==> src/rtl/seg_scan_pkg.sv <==
// Shared constants for the 7-segment scan driver: state encoding, blank/DP codes
// and active-low hex digit patterns (also used by the decoder and testbench).
package seg_scan_pkg;

    localparam logic [7:0] SEG_BLANK = 8'hFF;
    localparam int         DP_BIT    = 7;

    typedef enum logic {
        GUARD   = 1'b0,
        DISPLAY = 1'b1
    } scan_state_e;

    localparam logic [7:0] SEG_0 = 8'hC0;
    localparam logic [7:0] SEG_1 = 8'hF9;
    localparam logic [7:0] SEG_2 = 8'hA4;
    localparam logic [7:0] SEG_3 = 8'hB0;
    localparam logic [7:0] SEG_4 = 8'h99;
    localparam logic [7:0] SEG_5 = 8'h92;
    localparam logic [7:0] SEG_6 = 8'h82;
    localparam logic [7:0] SEG_7 = 8'hF8;
    localparam logic [7:0] SEG_8 = 8'h80;
    localparam logic [7:0] SEG_9 = 8'h90;
    localparam logic [7:0] SEG_A = 8'h88;
    localparam logic [7:0] SEG_B = 8'h83;
    localparam logic [7:0] SEG_C = 8'hC6;
    localparam logic [7:0] SEG_D = 8'hA1;
    localparam logic [7:0] SEG_E = 8'h86;
    localparam logic [7:0] SEG_F = 8'h8E;

    function automatic logic [7:0] seg_digit(input logic [7:0] pattern, input logic blank);
        seg_digit = blank ? SEG_BLANK : pattern;
    endfunction

endpackage

==> src/rtl/scan_tick_div.sv <==
// Dwell/guard prescaler: counts 0..reload and flags the terminal count, then
// restarts at 0 so the next phase can use a different reload value.
module scan_tick_div #(
    parameter int CW = 4
) (
    input  logic          clk,
    input  logic          rst_n,
    input  logic [CW-1:0] reload,
    output logic          tc
);

    logic [CW-1:0] cnt_r;

    assign tc = (cnt_r == reload);

    // Free-running phase counter, cleared on terminal count
    always_ff @(posedge clk or negedge rst_n) begin
        if (!rst_n) begin
            cnt_r <= {CW{1'b0}};
        end else if (tc) begin
            cnt_r <= {CW{1'b0}};
        end else begin
            cnt_r <= cnt_r + 1'b1;
        end
    end

endmodule

==> src/rtl/seg_scan_driver.sv <==
// Time-multiplexed common-anode 7-segment driver with guard time and a
// tear-free load/ack double buffer. Optional DP blink via SEG_DP_BLINK_EN.
module seg_scan_driver
    import seg_scan_pkg::*;
#(
    parameter int NUM_DIGITS   = 6,
    parameter int SCAN_DIV     = 50000,
    parameter int GUARD_CYC    = 8,
    parameter int BLINK_FRAMES = 64
) (
    input  logic                    clk,
    input  logic                    rst_n,
    input  logic [8*NUM_DIGITS-1:0] seg_in,
    input  logic                    load,
    input  logic [NUM_DIGITS-1:0]   blank_mask,
    output logic [7:0]              seg_out,
    output logic [NUM_DIGITS-1:0]   dig_sel,
    output logic                    load_ack,
    output logic                    frame_done
);

    localparam int CW = $clog2(SCAN_DIV + GUARD_CYC + 1);
    localparam int IW = $clog2(NUM_DIGITS);
    localparam logic [CW-1:0] DWELL_RELOAD = CW'(SCAN_DIV - 1);
    // A zero-length guard still needs one cycle after reset before the first digit
    localparam logic [CW-1:0] GUARD_RELOAD = CW'((GUARD_CYC == 0) ? 0 : GUARD_CYC - 1);
    localparam logic [IW-1:0] LAST_IDX     = IW'(NUM_DIGITS - 1);

    scan_state_e               state_r, state_nxt_s;
    logic [IW-1:0]             idx_r, idx_nxt_s;
    logic [8*NUM_DIGITS-1:0]   buf_r, buf_nxt_s, pend_r;
    logic                      pend_valid_r;
    logic                      tc_s, boundary_s, commit_s;
    logic [7:0]                seg_nxt_s;
    logic [NUM_DIGITS-1:0]     dig_nxt_s;
    logic [CW-1:0]             reload_s;

    assign reload_s = (state_r == DISPLAY) ? DWELL_RELOAD : GUARD_RELOAD;

    scan_tick_div #(.CW(CW)) u_tick (
        .clk    (clk),
        .rst_n  (rst_n),
        .reload (reload_s),
        .tc     (tc_s)
    );

`ifdef SEG_DP_BLINK_EN
    localparam int FW = $clog2(BLINK_FRAMES + 1);
    localparam logic [FW-1:0] LAST_FRAME = FW'(BLINK_FRAMES - 1);
    logic [FW-1:0] frame_cnt_r;
    logic          blink_phase_r;

    // Frame counter toggling the DP blink phase every BLINK_FRAMES frames
    always_ff @(posedge clk or negedge rst_n) begin
        if (!rst_n) begin
            frame_cnt_r   <= {FW{1'b0}};
            blink_phase_r <= 1'b0;
        end else if (boundary_s) begin
            if (frame_cnt_r == LAST_FRAME) begin
                frame_cnt_r   <= {FW{1'b0}};
                blink_phase_r <= ~blink_phase_r;
            end else begin
                frame_cnt_r   <= frame_cnt_r + 1'b1;
                blink_phase_r <= blink_phase_r;
            end
        end else begin
            frame_cnt_r   <= frame_cnt_r;
            blink_phase_r <= blink_phase_r;
        end
    end
`endif

    // Next scan position, frame boundary/commit, and next-cycle output values
    always_comb begin
        state_nxt_s = state_r;
        idx_nxt_s   = idx_r;
        boundary_s  = 1'b0;
        case (state_r)
            GUARD: begin
                if (tc_s) state_nxt_s = DISPLAY;
                else      state_nxt_s = GUARD;
            end
            DISPLAY: begin
                if (tc_s) begin
                    idx_nxt_s   = (idx_r == LAST_IDX) ? {IW{1'b0}} : idx_r + 1'b1;
                    boundary_s  = (idx_r == LAST_IDX);
                    state_nxt_s = (GUARD_CYC == 0) ? DISPLAY : GUARD;
                end else begin
                    state_nxt_s = DISPLAY;
                end
            end
            default: state_nxt_s = GUARD;
        endcase

        commit_s  = boundary_s & pend_valid_r;
        buf_nxt_s = commit_s ? pend_r : buf_r;

        seg_nxt_s = SEG_BLANK;
        dig_nxt_s = {NUM_DIGITS{1'b1}};
        if (state_nxt_s == DISPLAY) begin
            seg_nxt_s            = seg_digit(buf_nxt_s[{idx_nxt_s, 3'b000} +: 8], blank_mask[idx_nxt_s]);
            dig_nxt_s[idx_nxt_s] = 1'b0;
`ifdef SEG_DP_BLINK_EN
            if (blink_phase_r && !blank_mask[idx_nxt_s] &&
                (idx_nxt_s == IW'(1) || idx_nxt_s == IW'(3))) begin
                seg_nxt_s[DP_BIT] = 1'b0;
            end else begin
                seg_nxt_s[DP_BIT] = seg_nxt_s[DP_BIT];
            end
`endif
        end else begin
            seg_nxt_s = SEG_BLANK;
        end
    end

    // Scan state, display/pending buffers and registered outputs
    always_ff @(posedge clk or negedge rst_n) begin
        if (!rst_n) begin
            state_r      <= GUARD;
            idx_r        <= {IW{1'b0}};
            buf_r        <= {NUM_DIGITS{SEG_BLANK}};
            pend_r       <= {NUM_DIGITS{SEG_BLANK}};
            pend_valid_r <= 1'b0;
            seg_out      <= SEG_BLANK;
            dig_sel      <= {NUM_DIGITS{1'b1}};
            load_ack     <= 1'b0;
            frame_done   <= 1'b0;
        end else begin
            state_r    <= state_nxt_s;
            idx_r      <= idx_nxt_s;
            buf_r      <= buf_nxt_s;
            seg_out    <= seg_nxt_s;
            dig_sel    <= dig_nxt_s;
            load_ack   <= commit_s;
            frame_done <= boundary_s;
            // A load on the commit cycle refills pending after the old data moved out
            if (load) begin
                pend_r       <= seg_in;
                pend_valid_r <= 1'b1;
            end else if (commit_s) begin
                pend_r       <= pend_r;
                pend_valid_r <= 1'b0;
            end else begin
                pend_r       <= pend_r;
                pend_valid_r <= pend_valid_r;
            end
        end
    end

endmodule

==> config.mk <==
export PLATFORM = sky130hd
export DESIGN_NAME = seg_scan_driver
export DESIGN_NICKNAME = d
export VERILOG_FILES = /design/src/rtl/seg_scan_pkg.sv /design/src/rtl/scan_tick_div.sv /design/src/rtl/seg_scan_driver.sv
export SDC_FILE = /design/constraint.sdc
export NUM_CORES = 1
export LEC_CHECK = 0
export ABC_AREA = 0
export BUFFER_PORTS_ARGS = -buffer_cell sky130_fd_sc_hd__clkbuf_2
export CAP_MARGIN = 20
export CORE_ASPECT_RATIO = 0.5
export CORE_MARGIN = 2
export CORE_UTILIZATION = 50
export CTS_BUF_LIST = sky130_fd_sc_hd__clkbuf_8
export CTS_CLUSTER_SIZE = 16
export DETAILED_ROUTE_END_ITERATION = 12
export PLACE_DENSITY_LB_ADDON = 0.08
export SLEW_MARGIN = 20
export SYNTH_ARGS = -nofsm -noshare
export SYNTH_HDL_FRONTEND = slang
export SYNTH_SLANG_ARGS = --single-unit
==> constraint.sdc <==
create_clock -name clk -period 4.36 [get_ports clk]
set_clock_uncertainty 0.1 [all_clocks]
set_input_delay 0.436 -clock clk [delete_from_list [all_inputs] [get_ports clk]]
set_output_delay 0.436 -clock clk [all_outputs]
set_load 0.005 [all_outputs]
Word level (Yosys, flattened, before mapping)
Cells that the tools add are included.
Word-level totals
  register bits after elaboration: 133
  output and inout bits: 16
  word-level logic and storage cells: 42
  bits of input ports: 57
Cells by class
  $add $sub $neg: 2
  equal/unequal tests: 2
  reductions and logical operators: 2
  bitwise operators: 3
  shift operators: 1
  $lt $le $gt $ge: 2
  muxes and demuxes: 20
Operators by type and width (count)
  2-to-1 mux 48 bit: 1
  indexed part select 48 x 7 -> 8 bit: 1
  2-to-1 mux 16 bit: 2
  adder 16 x 1 -> 16 bit (second input constant): 1
  equality test 16 bit: 1
  2-to-1 mux 8 bit: 2
  2-to-1 mux 3 bit: 3
  2-to-1 mux 1 bit: 8
  2-to-1 mux 6 bit: 1
  inverter 6 bit: 1
  less-than comparator 3 x 4 -> 1 bit (second input constant): 1
  adder 3 x 1 -> 3 bit (second input constant): 1
  binary-select mux 1 bit (select 3 bit): 1
  demux 1 bit (select 3 bit): 1
  equality test 3 bit (second input constant): 1
  greater-or-equal comparator 3 x 1 -> 1 bit (second input constant): 1
  one-hot mux 1 bit (2 select lines): 1
  nonzero test 2 bit: 1
  bitwise AND 1 bit: 1
  logical AND 1 bit: 1
  inverter 1 bit: 1

Logic depth before layout (Yosys ltp)
Gate-level depths: netlist of run 1.
  depth in word-level cells: 10
  gate-level depth with buffers: 11
  gate-level depth less buffers: 8

Hierarchy
Synthesis of run 1 repeated with hierarchy kept, for this count alone.
Unflattened totals
  cells, all modules: 493
  area, all modules: 6042.0 µm²
By module, submodules not included
  seg_scan_driver: cells an instance 395, area each 5094.9 µm², sequential area each 3065.4 µm², times used 1
  scan_tick_div: cells an instance 98, area each 947.2 µm², sequential area each 400.4 µm², times used 1

Worst setup path after synthesis of run 1
No wires, ideal clock.
  path kind: reg2reg
  start: register u_tick.cnt_r[0]
  end: register seg_out[6]
  cell stages (with the launch flop): 9
  period minus slack after synthesis: 2.955 ns
  setup slack: 1.405 ns
  arrival: 2.761 ns
  path buffers: 1
  cell sequence: dfrtp_1 > ha_1 > nor3b_1 > nand4b_1 > or4_4 > buf_6 > mux2_4 > o211a_1 > or4_1
Between the ends
  word-level cells in the longest chain between the ends: 8
Ends and longest elaborated chain
  start: declaration: line scan_tick_div.sv:12  | logic [CW-1:0] cnt_r;
  start signal: assignment: line scan_tick_div.sv:19  | cnt_r <= {CW{1'b0}};
  start signal: assignment: line scan_tick_div.sv:21  | cnt_r <= {CW{1'b0}};
  start signal: assignment: line scan_tick_div.sv:23  | cnt_r <= cnt_r + 1'b1;
  equality test 16 bit: line scan_tick_div.sv:14  | assign tc = (cnt_r == reload);
  2-to-1 mux 1 bit: line seg_scan_driver.sv:84  | if (tc_s) begin
  2-to-1 mux 1 bit: line seg_scan_driver.sv:78  | case (state_r)
  bitwise AND 1 bit: line seg_scan_driver.sv:95  | commit_s = boundary_s & pend_valid_r;
  2-to-1 mux 48 bit: line seg_scan_driver.sv:96  | buf_nxt_s = commit_s ? pend_r : buf_r;
  via buf_nxt_s[6]: line seg_scan_driver.sv:31  | logic [8*NUM_DIGITS-1:0] buf_r, buf_nxt_s, pend_r;
  indexed part select 48 x 7 -> 8 bit: line seg_scan_driver.sv:101  | seg_nxt_s = seg_digit(buf_nxt_s[{idx_nxt_s, 3'b000} +: 8], blank_mask[idx_nxt_s]);
  2-to-1 mux 8 bit: line seg_scan_pkg.sv:31  | seg_digit = blank ? SEG_BLANK : pattern;
  2-to-1 mux 8 bit: line seg_scan_driver.sv:100  | if (state_nxt_s == DISPLAY) begin
  via seg_nxt_s[6]: line seg_scan_driver.sv:34  | logic [7:0] seg_nxt_s;
  end signal: assignment: line seg_scan_driver.sv:132  | seg_out <= seg_nxt_s;
  end: declaration: line seg_scan_driver.sv:16  | output logic [7:0] seg_out,
The timed path passes the listed nets, and every way through them passes these cells. The select of a mux whose other input is x is not followed.
A chain may end at the register's enable or synchronous reset.

Worst setup path in the final report of run 1
Ends and elaborated chain as after synthesis.

==> flow_summary.yaml, run 1 <==
cells_and_area:
  final_cell_mix: "nand2_1 (120), dfstp_2 (110), clkbuf_2 (71)"
  syn_to_final_growth_pct: 15.3
  final_core_util: 0.604
  seqCellArea_mm2: 0.00347
  layout_commonest_cell: "nand2_1"
  drive_gt1_frac: 0.466
  diodes: 0
  multi_input_area_mm2: 0.00228
  fin_nets: 651
  fillers: 941
setup_path:
  worstPathCellList: "ha_1 -> nor3b_1 -> nand4b_1 -> buf_4 -> or4_4 -> mux2_4 -> o211a_1 -> or4_1"
  reg2reg_to: "seg_out[6]"
  critical_path.top_delay_family: "simple AND/OR/NAND/NOR gates"
  crit_arrival_ps: 3680
  reg2reg_slack_ps: 920
  r2r_start: "u_tick.cnt_r[0]"
  crit_start: "u_tick.cnt_r[0]"
  critPathKind: "register to register"
  cp_slowest_stage_delay_ps: 800
  cp-start-kind: "register"
  cp.required_ps: 4610
  ff2ff_path_depth: 8
  cp_slowest_cell: "or4_4"
  critPathCapture: "seg_out[6]"
  cp_num_buf_inv: 1
  cp.depth: 8
  critPathMaxFanout: 48
  end_kind: "register"
synth:
  synth-edff-count: 0
  ys_seq_area_frac: 0.588
  synth_nets: 578
  async_flop_share: 1.00
  synth.distinct_cells: 50
  syn_area_mm2: 0.00589
  synthesis.instances: 520
  yosysWarnings: 0
  synth_seq_cells: 133
  synth.avg_cell_area_um2: 11.3
  synthFlopType: "dfstp_2"
timing:
  hold_viol_final: 0
  setup_viol: 0
  grt_setup_unrepaired: "false"
  fmax_ghz: 0.291
  tightest_slew_ps: 773
  period_share: 0.788
  setup-tns-final_ps: 0
  slew_viol_final: 0
  period_minus_slack_ps: 3440
  slew-limit-headroom: 0.470
clock_tree:
  post_cts_buffers: 0
  cts_resized: 0
  cts_root_buf: "clkbuf_8"
  clock_path_buffers: 2
  ctsHoldBuffers: 0
  cts_buffers: 17
  cts.clk_slew.worst_paths_ps: 80
  clk_latency_ps: 430
  htreeDepth: 4
  cts_tree: "done"
  cts_sinks: 133
die:
  die_area_mm2: 0.0127
  die_h_um: 80.8
  io-pin-count: 73
  chipWidth_um: 158
  rows: 27
  core-area_mm2: 0.0112
  floorplan.initialDensity: 0.524
routing:
  first_iter_violations: 293
  drtAntennaViolNets: 0
  wl_per_cell_um: 16.5
  post-route-drc-count: 0
  drt-total-wl_um: 12600
  via_count: 4070
  viasPerCell: 5.33
  dr.pass1.iters: 5
grt:
  grt_max_degree: 66
  top_usage_layer: "met1"
  grt_pass1_vias: 4029
  use_met2: 0.312
  met3_usage: 0.0491
  overflow: 0
  grt_use_total: 0.221
  antenna_found_initial: 0
  use_met1: 0.333
  grt_pass1_wl_um: 21000
run_status:
  status: "complete, no violations"
power_and_ir_drop:
  seqPwrFrac: 0.546
  combinationalPowerShare: 0.049
  power_density_mw_per_mm2: 363
  finalPower_mw: 2.47
  switching_share: 0.230
  worst_ir_drop_vdd_mv: 0.169
  power_switching_mw: 0.567
  clock_power_share: 0.405
  internal_power_mw: 1.90
  power_leakage_nw: 3.05
flow_run:
  drv_cap: 0
min_path:
  hold_class: "input pin to asynchronous set/reset pin"
placement:
  dp_hpwl_um: 8670
  routabilityCongestion: 0.777
  port_buffers: 72
per-layer routing:
metal | vias up | wire length (µm)
li1 | 1955 | -
met1 | 2011 | 6460
met2 | 93 | 5470
met3 | 11 | 547
met4 | 0 | 125
met5 | - | 0
kinds of logic after synthesis:
family | after synthesis | synth area share
buf+inv | 38 | 0.0257
xor+xnor | 13 | 0.0193
fa+ha+maj | 1 | 0.00212
mux | 65 | 0.123
compound gates | 76 | 0.0917
simple gates | 194 | 0.150
flops | 133 | 0.588
cells in the mapped netlist, types with 3 or more instances:
library cell | instances | area share
xor2_1 | 8 | 0.012
inv_1 | 9 | 0.0057
nor4_1 | 3 | 0.0032
a32oi_1 | 3 | 0.0045
xnor2_1 | 5 | 0.0074
mux2i_1 | 7 | 0.012
a21o_1 | 17 | 0.022
a21oi_1 | 4 | 0.0034
dfrtp_1 | 23 | 0.098
nand4_1 | 9 | 0.0096
o211a_1 | 6 | 0.010
o2111ai_1 | 5 | 0.0074
o211ai_1 | 10 | 0.013
nor2_1 | 18 | 0.011
or4_1 | 3 | 0.0038
dfstp_2 | 110 | 0.49
mux2_2 | 55 | 0.11
clkbuf_1 | 25 | 0.016
o21ai_0 | 18 | 0.015
o2bb2ai_1 | 3 | 0.0045
nand3_1 | 17 | 0.014
or3_1 | 9 | 0.0096
nand2_1 | 120 | 0.076
stage by stage:
stage	setup WS, ps	instance area (µm²)	instances	hold slack, ps
2_1_floorplan	1410	5890	520	40.4
3_3_place_gp	1000	6410	733	345
3_5_place_dp	970	6410	733	345
4_1_cts	940	6800	764	16.6
5_1_grt	738	6800	764	52.0
6_report	922	6800	764	0.695
worst reg2reg max path, cell delays in order, from the launching register on:
cell      delay [ps]
dfrtp_1          410
ha_1             260
nor3b_1          330
nand4b_1         140
buf_4            200
or4_4            800
mux2_4           400
o211a_1          200
or4_1            500
flip-flops by register name, summed over array words and instances (netlist names):
signal        count
frame_done        1
pend_valid_r      1
idx_r             3
dig_sel           6
state_r           1
buf_r            48
load_ack          1
u_tick.cnt_r     16
pend_r           48
seg_out           8
power groups by stage:
stage                     Combinational [mW]  Sequential [mW]  Clock [mW]
after floorplan                       0.0608             1.36           0
after global placement                 0.122             1.37           0
after detailed placement               0.125             1.37           0
after CTS                              0.125             1.35        1.03
after global routing                   0.138             1.35        1.08
final                                  0.121             1.35       0.999
cell type report:
type / count / share of cell area
Timing Repair Buffer: 81 / 0.0633
Tap cell: 159 / 0.0293
Clock inverter: 13 / 0.0197
Clock buffer: 18 / 0.0365
Inverter: 11 / 0.00608
Multi-Input combinational cell: 349 / 0.335
Sequential cell: 133 / 0.510
worst min-delay path by stage:
stage	start	end	slack [ps]	depth (start not counted)
6_report	rst_n	u_tick.cnt_r[14]	0.7	1
5_1_grt	rst_n	frame_done	50	1
4_1_cts	rst_n	u_tick.cnt_r[8]	20	1
3_5_place_dp	pend_r[47]	buf_r[47]	350	2
3_3_place_gp	buf_r[14]	buf_r[14]	350	2
2_1_floorplan	rst_n	frame_done	40	0
Note: power is estimated with default switching activity, not from simulation.
==> run 2, diff against run 1 <==
Clock period 4.36 ns to 3.55 ns, I/O delays scaled along.
==> flow_summary.yaml, run 2 (synthesized netlist as in run 1, its figures left out) <==
run_status:
  status: "complete, no violations"
placement:
  port_buffers: 72
  routabilityCongestion: 0.808
  dp_hpwl_um: 9080
setup_path:
  end_kind: "register"
  worstPathCellList: "ha_1 -> nor3b_1 -> nand4b_1 -> or4_4 -> mux2_2 -> o211a_1 -> or4_1"
  cp_slowest_cell: "or4_4"
  critPathMaxFanout: 33
  reg2reg_slack_ps: 380
  cp.required_ps: 3790
  cp-start-kind: "register"
  crit_arrival_ps: 3420
  critPathKind: "register to register"
  cp_slowest_stage_delay_ps: 750
die:
  floorplan.initialDensity: 0.524
  die_h_um: 80.8
  core-area_mm2: 0.0112
  die_area_mm2: 0.0127
  io-pin-count: 73
  chipWidth_um: 158
  rows: 27
cells_and_area:
  layout_commonest_cell: "nand2_1"
  syn_to_final_growth_pct: 16.1
  top_regs: "buf_r: 48 flops, pend_r: 48 flops, u_tick.cnt_r: 16 flops"
  drive_gt1_frac: 0.468
  final_cell_mix: "nand2_1 (120), dfstp_2 (110), clkbuf_2 (71)"
  diodes: 0
  fin_nets: 654
flow_run:
  drv_cap: 0
timing:
  period_share: 0.893
  slew_viol_final: 0
  setup-tns-final_ps: 0
  fmax_ghz: 0.315
  period_minus_slack_ps: 3170
  grt_setup_unrepaired: "false"
  hold_viol_final: 0
  setup_viol: 0
  slew-limit-headroom: 0.359
  tightest_slew_ps: 961
routing:
  drt-total-wl_um: 13200
  first_iter_violations: 264
  post-route-drc-count: 0
  wl_per_cell_um: 17.1
  viasPerCell: 5.42
  dr.pass1.iters: 5
  via_count: 4159
  drtAntennaViolNets: 0
grt:
  grt_use_total: 0.227
  overflow: 0
  grt_max_degree: 77
  antenna_found_initial: 0
  grt_pass1_wl_um: 21700
  grt_pass1_vias: 4148
clock_tree:
  cts_sinks: 133
  cts_tree: "done"
  cts_resized: 0
  post_cts_buffers: 0
  clk_latency_ps: 450
  cts.clk_slew.worst_paths_ps: 80
  cts_root_buf: "clkbuf_8"
  clock_path_buffers: 2
  htreeDepth: 4
  ctsHoldBuffers: 1
  cts_buffers: 17
power_and_ir_drop:
  power_density_mw_per_mm2: 449
  finalPower_mw: 3.07
  power_leakage_nw: 3.07
  worst_ir_drop_vdd_mv: 0.192
min_path:
  hold_class: "input pin to register"
## run 2: power breakdown
group	leakage [nW]	switching (mW)	total [mW]	internal, mW
registers	1.44	0.0339	1.66	1.62
logic	1.42	0.0759	0.155	0.0796
clock network	0.200	0.629	1.26	0.631
## run 2: path summary, 6_finish.rpt
path / startpoint / endpoint / cells past startpoint
max in group asynchronous: rst_n / buf_r[4] / 3
max reg2reg: u_tick.cnt_r[0] / seg_out[1] / 7
min reg2reg: buf_r[43] / buf_r[43] / 2
min: seg_in[37] / pend_r[37] / 3
max: u_tick.cnt_r[0] / seg_out[1] / 7
min in group asynchronous: rst_n / idx_r[1] / 2
## run 2: cell type report
type / count / area, µm²
sequential: 133 / 3470
clock inverter: 15 / 158
fill: 961 / 4410
tap: 159 / 199
clock buffer: 17 / 234
inverter: 11 / 41.3
multi-input combinational: 349 / 2280
timing repair buffer: 84 / 468
## run 2: per-layer routing
| layer | vias to the layer above | global-route usage | routed length [µm] |
|---|---|---|---|
| met5 | - | 0 | 0 |
| met4 | 0 | 0.0891 | 233 |
| met3 | 22 | 0.0486 | 627 |
| met2 | 98 | 0.335 | 5720 |
| met1 | 2069 | 0.331 | 6570 |
| li1 | 1970 | - | - |
## run 2: per-stage QoR
step | area, µm² | setup WS [ps] | hold slack [ps] | util | std cells
2_1_floorplan | 5890 | 595 | -40.6 | - | 520
3_3_place_gp | 6440 | 459 | 344 | 0.573 | 735
3_5_place_dp | 6440 | 419 | 348 | 0.573 | 735
4_1_cts | 6840 | 383 | 0.569 | 0.608 | 768
5_1_grt | 6840 | 240 | 26.1 | 0.608 | 768
6_report | 6840 | 378 | 14.8 | 0.608 | 768
## run 2: worst max-delay path: cells and delay by family, from the launching register on
kind	cells	cell delay, ps
adders and majority gates	1	240
AOI/OAI and AO/OA	1	210
muxes	1	360
DFF	1	410
and+or+nand+nor	4	1740
